### config.mk
export PLATFORM = sky130hd
export DESIGN_NAME = ccip_rd_requester
export DESIGN_NICKNAME = d
export VERILOG_FILES = /design/src/rtl/ccip_rd_requester.sv
export SDC_FILE = /design/constraint.sdc
export NUM_CORES = 1
export LEC_CHECK = 0
export BUFFER_PORTS_ARGS = -buffer_cell sky130_fd_sc_hd__buf_2
export CORE_AREA = 3 3 481 483
export DETAILED_ROUTE_END_ITERATION = 6
export DIE_AREA = 0 0 484 486
export SLEW_MARGIN = 20
export SYNTH_ARGS = -nofsm -noshare
export SYNTH_HDL_FRONTEND = slang
export SYNTH_SLANG_ARGS = --single-unit
### constraint.sdc
create_clock -name clk -period 3.69 [get_ports clk]
set_input_delay 0.369 -clock clk [delete_from_list [all_inputs] [get_ports clk]]
set_output_delay 0.369 -clock clk [all_outputs]
set_load 0.03 [all_outputs]
### src/rtl/ccip_rd_requester.sv
// CCI-P channel 0 read initiator: streams num_lines cache-line reads from base_addr and forwards responses.
// Optional running checksum of returned data[63:0] when CCIP_RD_CHECKSUM_EN is defined.
module ccip_rd_requester #(
  parameter int MAX_OUTSTANDING = 16,
  parameter int LEN_W           = 16
) (
  input  logic             clk,
  input  logic             rst_n,
  input  logic             start,
  input  logic [41:0]      base_addr,
  input  logic [LEN_W-1:0] num_lines,
  input  logic             c0_almost_full,
  output logic             c0_req_valid,
  output logic [41:0]      c0_req_addr,
  output logic [LEN_W-1:0] c0_req_mdata,
  input  logic             c0_rsp_valid,
  input  logic [LEN_W-1:0] c0_rsp_mdata,
  input  logic [511:0]     c0_rsp_data,
  output logic             out_valid,
  output logic [LEN_W-1:0] out_idx,
  output logic [511:0]     out_data,
  output logic             busy,
  output logic             done,
  output logic             err,
  output logic [63:0]      checksum
);

  localparam int OW = $clog2(MAX_OUTSTANDING) + 1;
  localparam logic [OW-1:0]    O_ONE = 1;
  localparam logic [OW-1:0]    O_MAX = MAX_OUTSTANDING;
  localparam logic [LEN_W-1:0] L_ONE = 1;

  typedef enum logic [1:0] {IDLE, ISSUE, DRAIN, DONE} state_t;

  state_t           state;
  logic [41:0]      base_q;
  logic [LEN_W-1:0] num_q;
  logic [LEN_W-1:0] issue_idx;
  logic [LEN_W-1:0] rsp_cnt;
  logic [OW-1:0]    outstanding;
  logic             issue_ok;
  logic             rsp_acc;
  logic             rsp_bad;

  always_comb begin
    issue_ok = (state == ISSUE) && !c0_almost_full && (outstanding < O_MAX) && (issue_idx < num_q);
    rsp_acc  = c0_rsp_valid && ((state == ISSUE) || (state == DRAIN)) && (c0_rsp_mdata < num_q);
    rsp_bad  = c0_rsp_valid && !rsp_acc;
  end

`ifdef CCIP_RD_CHECKSUM_EN
  logic [63:0] csum;
  assign checksum = csum;
`else
  assign checksum = 64'd0;
`endif

  always_ff @(posedge clk or negedge rst_n) begin
    if (!rst_n) begin
      state        <= IDLE;
      base_q       <= '0;
      num_q        <= '0;
      issue_idx    <= '0;
      rsp_cnt      <= '0;
      outstanding  <= '0;
      c0_req_valid <= 1'b0;
      c0_req_addr  <= '0;
      c0_req_mdata <= '0;
      out_valid    <= 1'b0;
      out_idx      <= '0;
      out_data     <= '0;
      busy         <= 1'b0;
      done         <= 1'b0;
      err          <= 1'b0;
`ifdef CCIP_RD_CHECKSUM_EN
      csum         <= '0;
`endif
    end else begin
      c0_req_valid <= 1'b0;
      out_valid    <= rsp_acc;
      // done trails the DONE state by one register stage
      done         <= (state == DONE);

      if (rsp_acc) begin
        out_idx  <= c0_rsp_mdata;
        out_data <= c0_rsp_data;
        rsp_cnt  <= rsp_cnt + L_ONE;
`ifdef CCIP_RD_CHECKSUM_EN
        csum     <= csum + c0_rsp_data[63:0];
`endif
      end
      if (rsp_bad) err <= 1'b1;

      if (issue_ok && !rsp_acc)      outstanding <= outstanding + O_ONE;
      else if (!issue_ok && rsp_acc) outstanding <= outstanding - O_ONE;

      case (state)
        IDLE: begin
          if (start) begin
            base_q    <= base_addr;
            num_q     <= num_lines;
            issue_idx <= '0;
            rsp_cnt   <= '0;
            err       <= 1'b0;
`ifdef CCIP_RD_CHECKSUM_EN
            csum      <= '0;
`endif
            if (num_lines == '0) begin
              state <= DONE;
            end else begin
              state <= ISSUE;
              busy  <= 1'b1;
            end
          end
        end
        ISSUE: begin
          if (issue_ok) begin
            c0_req_valid <= 1'b1;
            c0_req_addr  <= base_q + {{(42-LEN_W){1'b0}}, issue_idx};
            c0_req_mdata <= issue_idx;
            issue_idx    <= issue_idx + L_ONE;
            if (issue_idx == num_q - L_ONE) state <= DRAIN;
          end
        end
        DRAIN: begin
          if ((outstanding == '0) && (rsp_cnt == num_q)) begin
            state <= DONE;
            busy  <= 1'b0;
          end
        end
        DONE: state <= IDLE;
        default: state <= IDLE;
      endcase
    end
  end

endmodule

==> impl_metrics.yaml <==
outcome:
  outcome: "completed"
cts:
  cts_tree: "done"
  cts_buffers: 91
  cts-root-buf: "clkbuf_16"
  cts_setup_buffers: 0
  clock_latency_ns: 0.74
  clock-sinks: 688
  cts_htree_levels: 3
  clkTransAtPathRegs_ns: 0.06
  cts.path.max_buffers: 3
logic_synthesis:
  ys_top_cells_by_area: "dfrtp_1, mux2_1, nand2_1"
  syn_area_mm2: 0.0298
  synth_edf_count: 0
  synth_area_per_cell_um2: 13.2
  async_flop_share_pct: 100
  synthFlopType: "dfrtp_1"
  synth_seq_cells: 688
  yosysSeqAreaShare_pct: 57.8
  yosys_warnings: 0
  yosysTopAreaCell: "dfrtp_1"
  synth_cell_type_count: 77
  yosysTopAreaCellShare_pct: 57.8
  syn_inst: 2261
power:
  clockPowerShare_pct: 20.7
  total_power_mw: 46.0
  p_sw_share_pct: 48.8
  p_switching_mw: 22.5
  combPwrFrac_pct: 49.7
  p_int_mw: 23.6
  ir_drop_mv: 0.541
  power_frac_seq_pct: 29.6
  p_leak_nw: 22.5
  power.density_mw_per_mm2: 947
critical_path:
  arrival_ns: 4.15
  crit_chain: "inv_1 -> buf_4 -> ha_1 -> and4_1 -> nand3_1 -> a211oi_1 -> or3_4 -> buf_4 -> buf_4 -> a211oi_1 -> a21o_1"
  cp.required_ns: 4.26
  end_kind: "flop"
  cpMaxStageDelayCell: "buf_4"
  slowest_delay_ns: 0.57
  worst_setup_path_start_kind: "flop"
  crit_buf_inv: 4
  worst-path-max-fanout: 53
  path_class: "reg -> reg"
  path_delay_family: "buffers and inverters"
  cpMostUsedCell: "buf_4"
drt:
  dr.pass1.iters: 5
  wl_per_cell_um: 27.0
  vias: 26400
  vias_per_cell: 3.64
  first_iter_violations: 1258
  route.detailed.drc: 0
  routed_wl_mm: 196
  ant_nets: 0
die:
  die_w_um: 484
  io_pins: 1246
  core-area_mm2: 0.227
  dieHeight_um: 486
  start_util_pct: 13.1
  fp-row-count: 175
  dieArea_mm2: 0.235
cells_and_area:
  final_core_util_pct: 21.4
  final_nets: 4765
  nFillCells: 24500
  syn2layout_area_growth_pct: 63.2
  layout-drive-gt1-share_pct: 35.0
  seqCellArea_mm2: 0.0172
  multi_input_area_mm2: 0.0114
  final_cells: 7238
flow_run:
  maxCapViolations: 0
timing:
  timing.hold.ws_ns: 0.227
  setup_viol: 0
  min_period_ns: 3.58
  hold_viol_final: 0
  slew_viol_final: 0
  setup_tns_ns: 0
  slew_headroom_pct: 38.3
  max_freq_ghz: 0.280
  finalCritPeriodShare_pct: 96.9
  rsz0062_at_grt: "no"
  tightest_slew_ns: 0.925
  finClkSkew_ns: 0.0659
place:
  placement.io_buffers: 1181
  place.gp.congestion: 0.991
  dp_cells: 6442
  place_hpwl_mm: 164
grt:
  use_met3_pct: 5.15
  grt-ovfl-total: 0
  track_usage_pct: 16.1
  grt_first_pass_wirelength_mm: 257
  grt_use_met2_pct: 29.0
  antenna_found_initial: 97
  grt_max_degree: 139
  top_usage_layer: "met2"
  grt_use_met1_pct: 17.4
  grt_pass1_vias: 27600
worst_hold_path:
  hp-class: "in -> reg"
-- power groups by stage --
stage / Sequential (mW) / Clock (mW) / Combinational (mW)
final: 13.6 / 9.54 / 22.9
after global routing: 14.0 / 10.2 / 24.3
after CTS: 13.6 / 9.95 / 23.5
after detailed placement: 13.7 / 0 / 22.8
after global placement: 13.5 / 0 / 22.7
after floorplan: 19.5 / 0 / 6.68
-- cells by family (layout without fill, tap and decap cells) --
group	after synthesis	in the layout	share of synthesized area, %
AOI/OAI and AO/OA	222	222	4.96
xor gates and xnor gates	74	74	2.17
adders and majority gates	60	60	2.57
buffers and inverters	211	2080	4.95
DFF	688	688	57.8
muxes	535	535	20.2
other	1	100	0.0126
and+or+nand+nor	470	470	7.36
-- final timing paths --
path | depth (start not counted) | end | slack, ns | startpoint
hold reg to reg | 1 | c0_req_addr[4] | 0.47 | c0_req_addr[4]
max in group asynchronous | 3 | c0_req_addr[31] | 2.38 | rst_n
setup reg to reg | 11 | c0_req_addr[4] | 0.11 | num_q[10]
setup / recovery | 11 | c0_req_addr[4] | 0.11 | num_q[10]
hold / removal | 3 | err | 0.23 | c0_rsp_valid
min in group asynchronous | 2 | out_data[511] | 0.29 | rst_n
-- cells in the final DEF (no fill, tap or decap), drive strengths merged, types with 13 or more instances in the layout --
| cell type | count |
|---|---|
| buf | 1287 |
| dfrtp | 688 |
| dlygate4sd3 | 587 |
| mux2 | 532 |
| nand2 | 258 |
| clkbuf | 118 |
| o21ai | 69 |
| conb | 64 |
| ha | 58 |
| nor2 | 57 |
| inv | 41 |
| xnor2 | 40 |
| diode | 36 |
| nand3 | 35 |
| xor2 | 34 |
| a21oi | 32 |
| clkinv | 31 |
| nand4 | 27 |
| o31ai | 20 |
| a31oi | 16 |
| and3 | 16 |
| a21o | 13 |
| nand2b | 13 |
-- per-stage QoR --
step	cell area, µm²	setup slack [ns]
floorplan	30000	0.0257
global placement	39400	-0.176
detailed placement	39400	-0.203
CTS	48500	0.0250
global route	48600	0.00332
finish	48600	0.113
-- flip-flops by register name, summed over array words and instances (netlist names) --
signal / cells
out_valid: 1
base_q: 42
c0_req_valid: 1
c0_req_addr: 42
outstanding: 5
num_q: 16
issue_idx: 16
state: 2
c0_req_mdata: 16
err: 1
rsp_cnt: 16
done: 1
out_idx: 16
out_data: 512
busy: 1
-- Yosys cell counts (7+ instances only) --
cell	count
a21o_1	13
a21oi_1	32
a31oi_1	16
and3_1	16
and4_1	11
buf_1	8
buf_4	64
buf_6	58
clkbuf_1	41
dfrtp_1	688
ha_1	58
inv_1	31
mux2_1	531
nand2_1	258
nand2b_1	13
nand3_1	35
nand4_1	27
nor2_1	56
nor3_1	8
nor4_1	7
o21ai_0	59
o21ai_1	10
o311ai_0	9
o31ai_1	20
or4_1	8
xnor2_1	40
xor2_1	34
-- what timing repair did --
| action | CTS | global route |
|---|---|---|
| hold endpoints to repair | 631 | 0 |
| hold buffers | 587 | 0 |
| gates cloned | 0 | 1 |
| gates resized for setup | 2 | 3 |
| endpoints found under the setup margin | 115 | 382 |
-- area by class of cell --
cell class	count	area share, %
clock inverters	55	1.46
clock buffers	117	5.17
inverters	33	0.270
flip-flops and latches	688	35.4
diodes	36	0.185
repair buffers	1875	26.4
well taps	3009	7.74
multi-input cells	1425	23.4
-- worst reg2reg max path, cell delays in order (launching register included) --
cell and delay [ns]:
dfrtp_1 0.36, inv_1 0.07, buf_4 0.15, ha_1 0.29, and4_1 0.22, nand3_1 0.19, a211oi_1 0.43, or3_4 0.21
buf_4 0.45, buf_4 0.62, a211oi_1 0.21, a21o_1 0.20
-- metal layers --
metal | vias to the layer above | part of all wire (%)
met5 | - | 0.017
met3 | 317 | 7.8
met1 | 13200 | 37
met4 | 6 | 4.0
met2 | 1221 | 51
li1 | 11600 | -
No activity file was read; power rests on OpenSTA's default activity.
